File: src/rtl/enoc_credit_switch_allocator.sv
// Credit-based switch allocator: per-output round-robin arbiter gated by a
// credit counter that mirrors free slots in the downstream input queue.

module enoc_sa_out_port #(
  parameter int N       = 5,
  parameter int CREDITS = 4,
  parameter int PTR_W   = 3,
  parameter int CRD_W   = 3
) (
  input  logic         clk,
  input  logic         reset,
  input  logic         ce,
  input  logic [0:N-1] cand_i,
  input  logic         credit_ret_i,
  output logic [0:N-1] grant_o,
  output logic         avail_o,
  output logic         ovf_o
);

  logic [PTR_W-1:0] ptr_q, ptr_d;
  logic [CRD_W-1:0] credit_q, credit_d;
  logic [PTR_W-1:0] gidx;
  logic             found;
  int               idx;

  assign avail_o = (credit_q != '0);
  assign ovf_o   = credit_ret_i && (credit_q == CRD_W'(CREDITS));

  // Search starts at the pointer and wraps; reset forces the grant low.
  always_comb begin
    grant_o = '0;
    gidx    = '0;
    found   = 1'b0;
    idx     = 0;
    if (!reset && ce && avail_o) begin
      for (int k = 0; k < N; k++) begin
        idx = (int'(ptr_q) + k) % N;
        if (!found && cand_i[idx]) begin
          found = 1'b1;
          gidx  = PTR_W'(idx);
        end
      end
    end
    if (found) grant_o[gidx] = 1'b1;
  end

  always_comb begin
    ptr_d = ptr_q;
    if (found) ptr_d = (gidx == PTR_W'(N-1)) ? '0 : gidx + 1'b1;
  end

  // Grant and return in the same cycle cancel; a return at full saturates.
  always_comb begin
    credit_d = credit_q;
    unique case ({found, credit_ret_i})
      2'b10:   credit_d = credit_q - 1'b1;
      2'b01:   credit_d = (credit_q == CRD_W'(CREDITS)) ? credit_q : credit_q + 1'b1;
      default: credit_d = credit_q;
    endcase
  end

  always_ff @(posedge clk or posedge reset) begin
    if (reset) begin
      ptr_q    <= '0;
      credit_q <= CRD_W'(CREDITS);
    end else begin
      ptr_q    <= ptr_d;
      credit_q <= credit_d;
    end
  end

endmodule

module enoc_credit_switch_allocator #(
  parameter int N       = 5,
  parameter int M       = 5,
  parameter int CREDITS = 4
) (
  input  logic                 clk,
  input  logic                 reset,
  input  logic                 ce,
  input  logic [0:N-1][0:M-1]  i_output_req,
  input  logic [0:M-1]         i_credit_return,
  output logic [0:M-1][0:N-1]  o_output_grant,
  output logic [0:M-1]         o_credit_avail,
  output logic                 o_credit_err
);

  localparam int PTR_W = (N > 1) ? $clog2(N) : 1;
  localparam int CRD_W = $clog2(CREDITS + 1);

  logic [0:N-1][0:M-1] req_san;
  logic [0:M-1][0:N-1] cand;
  logic [0:M-1]        ovf;
  logic                hit;
  logic                err_q, err_d;

  // Keep only the lowest-index request bit so each input wins at most once.
  always_comb begin
    req_san = '0;
    hit     = 1'b0;
    for (int i = 0; i < N; i++) begin
      hit = 1'b0;
      for (int j = 0; j < M; j++) begin
        if (!hit && i_output_req[i][j]) begin
          req_san[i][j] = 1'b1;
          hit           = 1'b1;
        end
      end
    end
  end

  always_comb begin
    cand = '0;
    for (int j = 0; j < M; j++)
      for (int i = 0; i < N; i++)
        cand[j][i] = req_san[i][j];
  end

  for (genvar j = 0; j < M; j++) begin : g_port
    enoc_sa_out_port #(
      .N(N), .CREDITS(CREDITS), .PTR_W(PTR_W), .CRD_W(CRD_W)
    ) u_port (
      .clk         (clk),
      .reset       (reset),
      .ce          (ce),
      .cand_i      (cand[j]),
      .credit_ret_i(i_credit_return[j]),
      .grant_o     (o_output_grant[j]),
      .avail_o     (o_credit_avail[j]),
      .ovf_o       (ovf[j])
    );
  end

  assign err_d        = err_q | (|ovf);
  assign o_credit_err = err_q;

  always_ff @(posedge clk or posedge reset) begin
    if (reset) err_q <= 1'b0;
    else       err_q <= err_d;
  end

endmodule
File: config.mk
export PLATFORM = sky130hd
export DESIGN_NAME = enoc_credit_switch_allocator
export DESIGN_NICKNAME = d
export VERILOG_FILES = /design/src/rtl/enoc_credit_switch_allocator.sv
export SDC_FILE = /design/constraint.sdc
export NUM_CORES = 1
export LEC_CHECK = 0
export ABC_AREA = 0
export CORE_MARGIN = 2
export CORE_UTILIZATION = 45
export CTS_BUF_LIST = sky130_fd_sc_hd__clkbuf_4
export CTS_CLUSTER_DIAMETER = 150
export DETAILED_ROUTE_END_ITERATION = 8
export GPL_TIMING_DRIVEN = 0
export PLACE_DENSITY = 0.68
export SYNTH_ARGS = -nofsm -noshare
export SYNTH_HDL_FRONTEND = slang
export SYNTH_SLANG_ARGS = --single-unit
File: constraint.sdc
create_clock -name clk -period 16.4 [get_ports clk]
set_input_delay 2.46 -clock clk [delete_from_list [all_inputs] [get_ports clk]]
set_output_delay 2.46 -clock clk [all_outputs]
set_load 0.01 [all_outputs]
==> impl_metrics.ini, run 1 <==
[outcome]
outcome = complete, no violations

[place]
pre_cts_ws_ns = 6.931
port_buffers = 59
routabilityCongestion = 0.9544
dp_hpwl_um = 23510

[setup_path]
worst-r2r-cell-count = 25
critPathRequiredTime_ns = 13.94
startpoint = g_port[4].u_port.ptr_q[0]$_DFFE_PP0P_
worstReg2RegEnd = g_port[4].u_port.ptr_q[2]$_DFFE_PP0P_
setup.worst_path.end = o_output_grant[4]
worstPathArrival_ns = 7.49
critPathMaxFanout = 13
path_class = reg -> out
rrSetupSlack_ns = 9.32
worstSetupEndpointType = output port
rr_startpoint = g_port[4].u_port.ptr_q[0]$_DFFE_PP0P_
cp-start-kind = flip-flop

[sta]
fin_worst_skew_ns = 0.01797
tns_ns = 0
worst_slack_ns = 6.445
grt_setup_unrepaired = false
period_needed_ns = 9.955
tightest_slew_ns = 0.9317
hold_viol = 0
whs_ns = 0.5428
slew_headroom = 0.3751
slew_violations = 0
fmax_mhz = 100.5
setup_viol = 0
finalCritPeriodShare = 0.6070

[logic_synthesis]
yosys_warnings = 0
synth_top_area_share = 0.1358
post-synth-top-area-cell = ha_1
ys_seq_elements = 31
async_flop_share = 1.000
synth_area_per_cell_um2 = 7.420
netlist_area_um2 = 10220
synth_flop_cell = dfrtp_1
syn_inst = 1378
synth_edf_count = 0
synth.distinct_cells = 113
synthTopCellsByArea = ha_1 14%, dfrtp_1 6.4%, mux2i_1 5.1%, a21oi_1 4.2%, nand2_1 3.5%
synth_seq_area_share = 0.07648
synth_nets = 1531

[final_layout]
n_fill_cell = 2207
areaGrowthSynthToFinish_pct = 9.937
layout_commonest_cell = ha_1
final_nets = 1598
drive_gt1_frac = 0.08166
final_cell_mix = 111 x ha_1, 94 x nand2_1, 91 x nor2_1, 87 x inv_1, 85 x a21oi_1

[route]
viasPerCell = 6.248
drt-total-wl_um = 29800
drtIter0Drc = 869
vias = 10820
ant_nets = 0
first_pass_iters = 8
post_drt_wl_per_cell_um = 17.22
drc = 0

[grt]
met3_usage = 0.03558
grt_util_all_layers = 0.2423
busiest_layer = met2
met2_usage = 0.3982
antenna_found_initial = 1
met1_usage = 0.3300
grt_max_degree = 32
grt_pass1_vias = 9833
overflow = 0
grt_pass1_wl_um = 48610

[cts]
holdBufCountCts = 0
clk_latency_ns = 0.37
cts_tree = done
post-cts-setup-buffer-count = 0
cts_buffers = 5
cts.reportedPaths.clkPinSlew_ns = 0.13
cts_max_path_buffers = 2
cts.sinks = 31
postCtsResizedCells = 0
cts_root_buf = clkbuf_4
htree_levels = 2

[floorplanning]
dieArea_um2 = 23940
die_w_um = 154.7
ios = 64
num_rows = 55
initial_core_util = 0.4544
die_y_um = 154.7
core_um2 = 22500

[hold_path]
worstHoldPathType = reg -> reg

[power_and_ir_drop]
p_leak_uw = 0.004660
vdd_ir_drop_max_uv = 110.5
pwr_density_cell_nw_per_um2 = 223.0

[run]
cap_violations = 0
state kept, by name, indices dropped and copies added (netlist names):
register	count
o_credit_err	1
g_port.u_port.credit_q	15
g_port.u_port.ptr_q	15
metal layers:
| metal | share of wire | routed length [µm] |
|---|---|---|
| met4 | 0.024 | 706 |
| met3 | 0.055 | 1653 |
| met5 | 0.00057 | 17 |
| met1 | 0.47 | 13930 |
| met2 | 0.45 | 13500 |
kinds of logic after synthesis:
| kind of cell | count (synthesis) | synth area share |
|---|---|---|
| AOI/OAI and AO/OA | 446 | 0.3141 |
| xor gates and xnor gates | 43 | 0.04087 |
| adders and majority gates | 121 | 0.1544 |
| buffers and inverters | 170 | 0.06632 |
| DFF | 31 | 0.07648 |
| muxes | 71 | 0.07881 |
| and+or+nand+nor | 496 | 0.2690 |
worst min path at each step:
| stage | from | endpoint | slack, ns | depth (start not counted) |
|---|---|---|---|---|
| after floorplan | g_port[1].u_port.credit_q[2]$_DFFE_PP1P_ | g_port[1].u_port.credit_q[2]$_DFFE_PP1P_ | 0.49 | 2 |
| after global placement | g_port[1].u_port.credit_q[2]$_DFFE_PP1P_ | g_port[1].u_port.credit_q[2]$_DFFE_PP1P_ | 0.51 | 2 |
| after detailed placement | o_credit_err$_DFF_PP0_ | o_credit_err$_DFF_PP0_ | 0.51 | 2 |
| after CTS | g_port[1].u_port.credit_q[2]$_DFFE_PP1P_ | g_port[1].u_port.credit_q[2]$_DFFE_PP1P_ | 0.54 | 2 |
| after global routing | o_credit_err$_DFF_PP0_ | o_credit_err$_DFF_PP0_ | 0.57 | 2 |
| final | g_port[1].u_port.credit_q[2]$_DFFE_PP1P_ | g_port[1].u_port.credit_q[2]$_DFFE_PP1P_ | 0.54 | 2 |
Yosys cell counts, types with 18 or more instances:
| library cell | count |
|---|---|
| o21ai_0 | 60 |
| o211ai_1 | 24 |
| a21oi_1 | 85 |
| nor2_1 | 91 |
| nand2b_1 | 41 |
| dfrtp_1 | 26 |
| and2_1 | 22 |
| a21o_1 | 18 |
| xnor2_1 | 35 |
| nor2b_1 | 22 |
| a211oi_1 | 28 |
| clkbuf_1 | 51 |
| nand3_1 | 38 |
| inv_1 | 88 |
| nor3_1 | 46 |
| nand2_1 | 94 |
| o31ai_1 | 20 |
| ha_1 | 111 |
| mux2i_1 | 52 |
critical path: stages (launching register included):
cell	delay, ns
dfrtp_1	0.55
clkbuf_1	0.42
inv_1	0.13
clkbuf_1	0.37
ha_1	0.52
clkbuf_1	0.40
inv_1	0.18
ha_1	0.26
nor2_1	0.12
a21boi_1	0.09
xnor2_1	0.35
inv_1	0.14
ha_1	0.22
nand2b_1	0.10
o311ai_0	0.18
a31oi_1	0.49
mux4_2	0.63
o21a_1	0.22
nor3_1	0.20
mux2_2	0.35
o21bai_1	0.38
nor3b_1	0.25
clkdlybuf4s50_1	0.56
per-stage QoR:
step	instance area, µm²	cells	utilization	total power [µW]
finish	11240	1731	0.4995	2507
global route	11240	1730	0.4994	2771
floorplan	10220	1378	-	1934
global placement	11170	1722	0.4965	2371
detailed placement	11190	1723	0.4974	2409
CTS	11240	1730	0.4994	2472
power breakdown:
part | internal (µW) | total (µW) | switching (µW)
logic | 926 | 2280 | 1350
clock network | 15.2 | 47.8 | 32.6
registers | 115 | 180 | 64.8
cell type report:
cell class	instances	area (µm²)	share of cell area
Buffer	73	314.1	0.02794
Sequential cell	31	782.0	0.06957
Clock inverter	2	8.758	0.0007792
Clock buffer	5	37.54	0.003339
Timing Repair Buffer	60	598.1	0.05321
Antenna cell	1	2.502	0.0002226
Inverter	97	364.1	0.03239
Multi-Input combinational cell	1177	8777	0.7808
Tap cell	285	356.6	0.03172
Note: power is estimated with default switching activity, not from simulation.
==> run 2, diff against run 1 <==
Clock period 16.4 ns to 9.4 ns, I/O delays scaled along.
==> run 2 against run 1 <==
  * Sequential share of layout area is essentially flat
  * Critical endpoint unchanged
  * Sequential power grew 73%
  * Total power grew 75%
  * Sequential cell count is the same
  * Utilization is essentially flat
==> impl_metrics.ini, run 2 (synthesized netlist as in run 1, its figures left out) <==
[power_and_ir_drop]
p_leak_uw = 0.004661
power_uw = 4379
pwr_density_cell_nw_per_um2 = 389.3
vdd_ir_drop_max_uv = 192.5

[final_layout]
drive_gt1_frac = 0.08235
layout_commonest_cell = ha_1
final_cell_mix = 111 x ha_1, 94 x nand2_1, 91 x nor2_1, 87 x inv_1, 85 x a21oi_1
areaGrowthSynthToFinish_pct = 9.997
final_nets = 1598

[setup_path]
rrSetupSlack_ns = 2.40
worstPathArrival_ns = 7.42
critPathMaxFanout = 13
critPathRequiredTime_ns = 7.99
startpoint = g_port[4].u_port.ptr_q[0]$_DFFE_PP0P_
path_class = reg -> out
cp-start-kind = flip-flop
worstSetupEndpointType = output port
rr_startpoint = g_port[4].u_port.ptr_q[0]$_DFFE_PP0P_
worst-r2r-cell-count = 25
worstReg2RegEnd = g_port[4].u_port.ptr_q[2]$_DFFE_PP0P_

[grt]
grt_pass1_wl_um = 48610
grt_pass1_vias = 9833
overflow = 0
grt_max_degree = 32
antenna_found_initial = 1
grt_util_all_layers = 0.2423

[sta]
slew_violations = 0
grt_setup_unrepaired = false
tightest_slew_ns = 1.001
fmax_mhz = 113.3
hold_viol = 0
finalCritPeriodShare = 0.9390
fin_worst_skew_ns = 0.01729
setup_viol = 0
period_needed_ns = 8.827
slew_headroom = 0.3284
tns_ns = 0

[route]
post_drt_wl_per_cell_um = 17.20
ant_nets = 0
drtIter0Drc = 832
drt-total-wl_um = 29770
vias = 10830
viasPerCell = 6.255
drc = 0
first_pass_iters = 6

[floorplanning]
initial_core_util = 0.4544
dieArea_um2 = 23940
core_um2 = 22500
die_y_um = 154.7
num_rows = 55
ios = 64
die_w_um = 154.7

[cts]
cts.reportedPaths.clkPinSlew_ns = 0.13
holdBufCountCts = 0
cts_max_path_buffers = 2
cts_tree = done
cts.sinks = 31
cts_buffers = 5
htree_levels = 2
cts_root_buf = clkbuf_4
clk_latency_ns = 0.37

[place]
routabilityCongestion = 0.9544
port_buffers = 59
dp_hpwl_um = 23510

[outcome]
outcome = complete, no violations

[hold_path]
worstHoldPathType = reg -> reg
hold_path_depth = 2
min_from = g_port[1].u_port.credit_q[2]$_DFFE_PP1P_
holdPathEnd = g_port[1].u_port.credit_q[2]$_DFFE_PP1P_

[run]
cap_violations = 0
[run 2: changes by cell type in the layout (fill, tap and decap cells not counted)]
cell,before,now
a31oi_2,0,1
a31oi_1,14,13
[run 2: what timing repair did]
item / in CTS / in global routing
buffers inserted: 0 / 0
setup endpoints to repair: 0 / 1
resized for setup: 0 / 1
[run 2: critical path, cell delays in order (launching register included)]
cell             delay, ns
dfrtp_1               0.54
clkbuf_1              0.42
inv_1                 0.13
clkbuf_1              0.38
ha_1                  0.51
clkbuf_1              0.40
inv_1                 0.18
ha_1                  0.26
nor2_1                0.12
a21boi_1              0.09
xnor2_1               0.35
inv_1                 0.14
ha_1                  0.22
nand2b_1              0.10
o311ai_0              0.22
a31oi_2               0.42
mux4_2                0.60
o21a_1                0.22
nor3_1                0.20
mux2_2                0.35
o21bai_1              0.38
nor3b_1               0.25
clkdlybuf4s50_1       0.56
[run 2: layer usage]
| metal | GRT usage | part of all wire |
|---|---|---|
| met1 | 0.3300 | 0.47 |
| met2 | 0.3982 | 0.45 |
| met3 | 0.03558 | 0.058 |
| met4 | 0.07055 | 0.023 |
| met5 | 0 | 0.00057 |
[run 2: power breakdown]
group	total [µW]	leakage (µW)	switching [µW]	internal, µW
logic	3980	0.00427	2370	1620
registers	312	0.000366	112	200
clock network	83.7	0.0000285	57.2	26.5
total	4380	0.00466	2540	1840
[run 2: worst max path at each step]
stage                        endpoint  slack [ns]  cells past startpoint
finish              o_output_grant[4]        0.57                     22
global route        o_output_grant[6]       0.005                     22
CTS                 o_output_grant[4]        0.55                     22
detailed placement  o_output_grant[4]        0.98                     22
global placement    o_output_grant[4]        1.09                     22
floorplan           o_output_grant[4]        2.50                     21
[run 2: through the flow]
stage               cell area, µm²  setup WS [ns]  utilization  hold WS, ns  instances
floorplan                    10220          2.504            -       0.4911       1378
global placement             11170          1.090       0.4965       0.5073       1722
detailed placement           11190         0.9812       0.4974       0.5100       1723
CTS                          11240         0.5505       0.4994       0.5412       1730
global route                 11240       0.004805       0.4997       0.5673       1730
finish                       11250         0.5731       0.4998       0.5427       1731
[run 2: area by class of cell]
| cell class | instances | area [µm²] |
|---|---|---|
| Buffer | 73 | 314.1 |
| Sequential cell | 31 | 782.0 |
| Clock buffer | 5 | 37.54 |
| Tap cell | 285 | 356.6 |
| Fill cell | 2209 | 11260 |
| Antenna cell | 1 | 2.502 |
| Multi-Input combinational cell | 1177 | 8783 |
| Clock inverter | 2 | 8.758 |
| Inverter | 97 | 364.1 |
| Timing Repair Buffer | 60 | 598.1 |
==> run 3, diff against run 2 <==
Settings changed: PLACE_DENSITY 0.68 to 0.71.
Clock period 9.4 ns to 8.1 ns, I/O delays scaled along.
==> run 3 against run 2 <==
  * Total power rose by 18%
  * First-iteration DRC count fell by 10%
  * Global-route usage rose by 0.22 points
  * Die area did not move
  * Via count rose by 1.1%
  * Sequential cell count did not move
  * Setup slack got worse by 0.13 ns
  * Cell count rose by 0.46%
==> impl_metrics.ini, run 3 (synthesized netlist as in run 1, its figures left out) <==
[cts]
cts_max_path_buffers = 2
cts_tree = done
htree_levels = 2
cts.reportedPaths.clkPinSlew_ns = 0.13
clk_latency_ns = 0.39
cts.sinks = 31
cts_buffers = 5
cts_root_buf = clkbuf_4

[grt]
grt_max_degree = 32
antenna_found_initial = 1
grt_pass1_wl_um = 49110
grt_util_all_layers = 0.2446
grt_pass1_vias = 10120
overflow = 0

[final_layout]
multi_input_area_um2 = 8871
drive_gt1_frac = 0.1068
areaGrowthSynthToFinish_pct = 11.74
final_cell_mix = 110 x ha_1, 94 x nand2_1, 91 x nor2_1, 85 x inv_1, 84 x a21oi_1
layout_commonest_cell = ha_1
n_fill_cell = 2203
final_nets = 1603
seq_area_um2 = 784.5
final_area_um2 = 11420

[power_and_ir_drop]
p_leak_uw = 0.004728
vdd_ir_drop_max_uv = 215.2
power_uw = 5185
pwr_density_cell_nw_per_um2 = 453.9

[sta]
finalCritPeriodShare = 0.9450
fin_worst_skew_ns = 0.02758
slew_violations = 0
slew_headroom = 0.4406
tns_ns = 0
period_needed_ns = 7.655
hold_viol = 0
whs_ns = 0.5402
fmax_mhz = 130.6
setup_viol = 0
grt_setup_unrepaired = false
tightest_slew_ns = 0.8369

[route]
viasPerCell = 6.293
post_drt_wl_per_cell_um = 17.15
drc = 0
vias = 10940
drtIter0Drc = 748
drt-total-wl_um = 29820
ant_nets = 0
first_pass_iters = 5

[floorplanning]
core_um2 = 22500
die_w_um = 154.7
ios = 64
num_rows = 55
dieArea_um2 = 23940
initial_core_util = 0.4544
die_y_um = 154.7

[setup_path]
worstPathArrival_ns = 6.44
critPathRequiredTime_ns = 6.88
cp-start-kind = flip-flop
critPathMaxFanout = 10
path_class = reg -> out
worstSetupEndpointType = output port

[place]
routabilityCongestion = 0.9397
port_buffers = 59
dp_hpwl_um = 23410
placed_cell_area_um2 = 11190

[run]
cap_violations = 0

[hold_path]
worstHoldPathType = reg -> reg

[outcome]
outcome = complete, no violations
[run 3: cell count changes in the layout (fill, tap and decap cells not counted), sizes merged]
cell	previous run	this run
clkinv	5	4
diode	1	3
clkbuf	56	53
buf	23	31
clkinvlp	0	4
inv	94	92
[run 3: routing by layer]
layer  share of wire  GRT usage
met3           0.064    0.03166
met1            0.45     0.3271
met2            0.45     0.4011
met4           0.035    0.09480
met5               0          0
[run 3: final cells by class]
class / instances / area share
Tap cell: 285 / 0.03121
Inverter: 97 / 0.03286
Clock inverter: 3 / 0.001752
Sequential cell: 31 / 0.06867
Buffer: 69 / 0.02683
Antenna cell: 3 / 0.0006571
Clock buffer: 5 / 0.003286
Timing Repair Buffer: 69 / 0.05826
Multi-Input combinational cell: 1177 / 0.7765
[run 3: worst max-delay path, cell delays in order (launching register included)]
cell and delay, ns:
dfrtp_2 0.50, clkbuf_2 0.31, clkinvlp_4 0.27, ha_1 0.25
buf_2 0.16, xnor2_1 0.26, inv_1 0.17, ha_1 0.24
nor2_1 0.12, a21boi_1 0.11, xnor2_2 0.24, inv_1 0.13
ha_1 0.21, nand2b_1 0.09, o311ai_0 0.19, a31oi_2 0.39
mux4_2 0.59, o21a_1 0.22, nor3_1 0.20, mux2_2 0.37
o21bai_2 0.25, nor3b_1 0.23, clkdlybuf4s50_1 0.56
[run 3: stage by stage]
stage	setup slack [ns]	utilization	instances
floorplan	1.399	-	1378
detailed placement	-0.1006	0.4974	1723
CTS	0.04834	0.5004	1728
global route	0.007661	0.5074	1736
global placement	-0.03313	0.4965	1722
finish	0.4453	0.5077	1739
[run 3: where the power goes]
| part | internal (µW) | switching [µW] |
|---|---|---|
| Sequential | 233 | 129 |
| Combinational | 1930 | 2780 |
| Clock | 33.1 | 73.0 |
[run 3: path summary, 6_finish.rpt]
path                                                            end                                startpoint  slack, ns  depth (start not counted)
hold reg to reg            g_port[1].u_port.credit_q[0]$_DFFE_PP0P_  g_port[1].u_port.credit_q[0]$_DFFE_PP0P_       0.54                          1
hold / removal             g_port[1].u_port.credit_q[0]$_DFFE_PP0P_  g_port[1].u_port.credit_q[0]$_DFFE_PP0P_       0.54                          1
min in group asynchronous  g_port[2].u_port.credit_q[0]$_DFFE_PP0P_                                     reset       1.29                          2
setup reg to reg           g_port[2].u_port.credit_q[1]$_DFFE_PP0P_     g_port[2].u_port.ptr_q[0]$_DFFE_PP0P_       1.89                         23
max in group asynchronous     g_port[4].u_port.ptr_q[0]$_DFFE_PP0P_                                     reset       6.26                          2
setup / recovery                                  o_output_grant[4]     g_port[4].u_port.ptr_q[0]$_DFFE_PP0P_       0.45                         22
[run 3: repair_timing]
item	4_1_cts	5_1_grt
pin swaps	0	2
buffers inserted	0	9
setup endpoints to repair	17	23
hold buffers	0	0
gates resized for setup	8	23
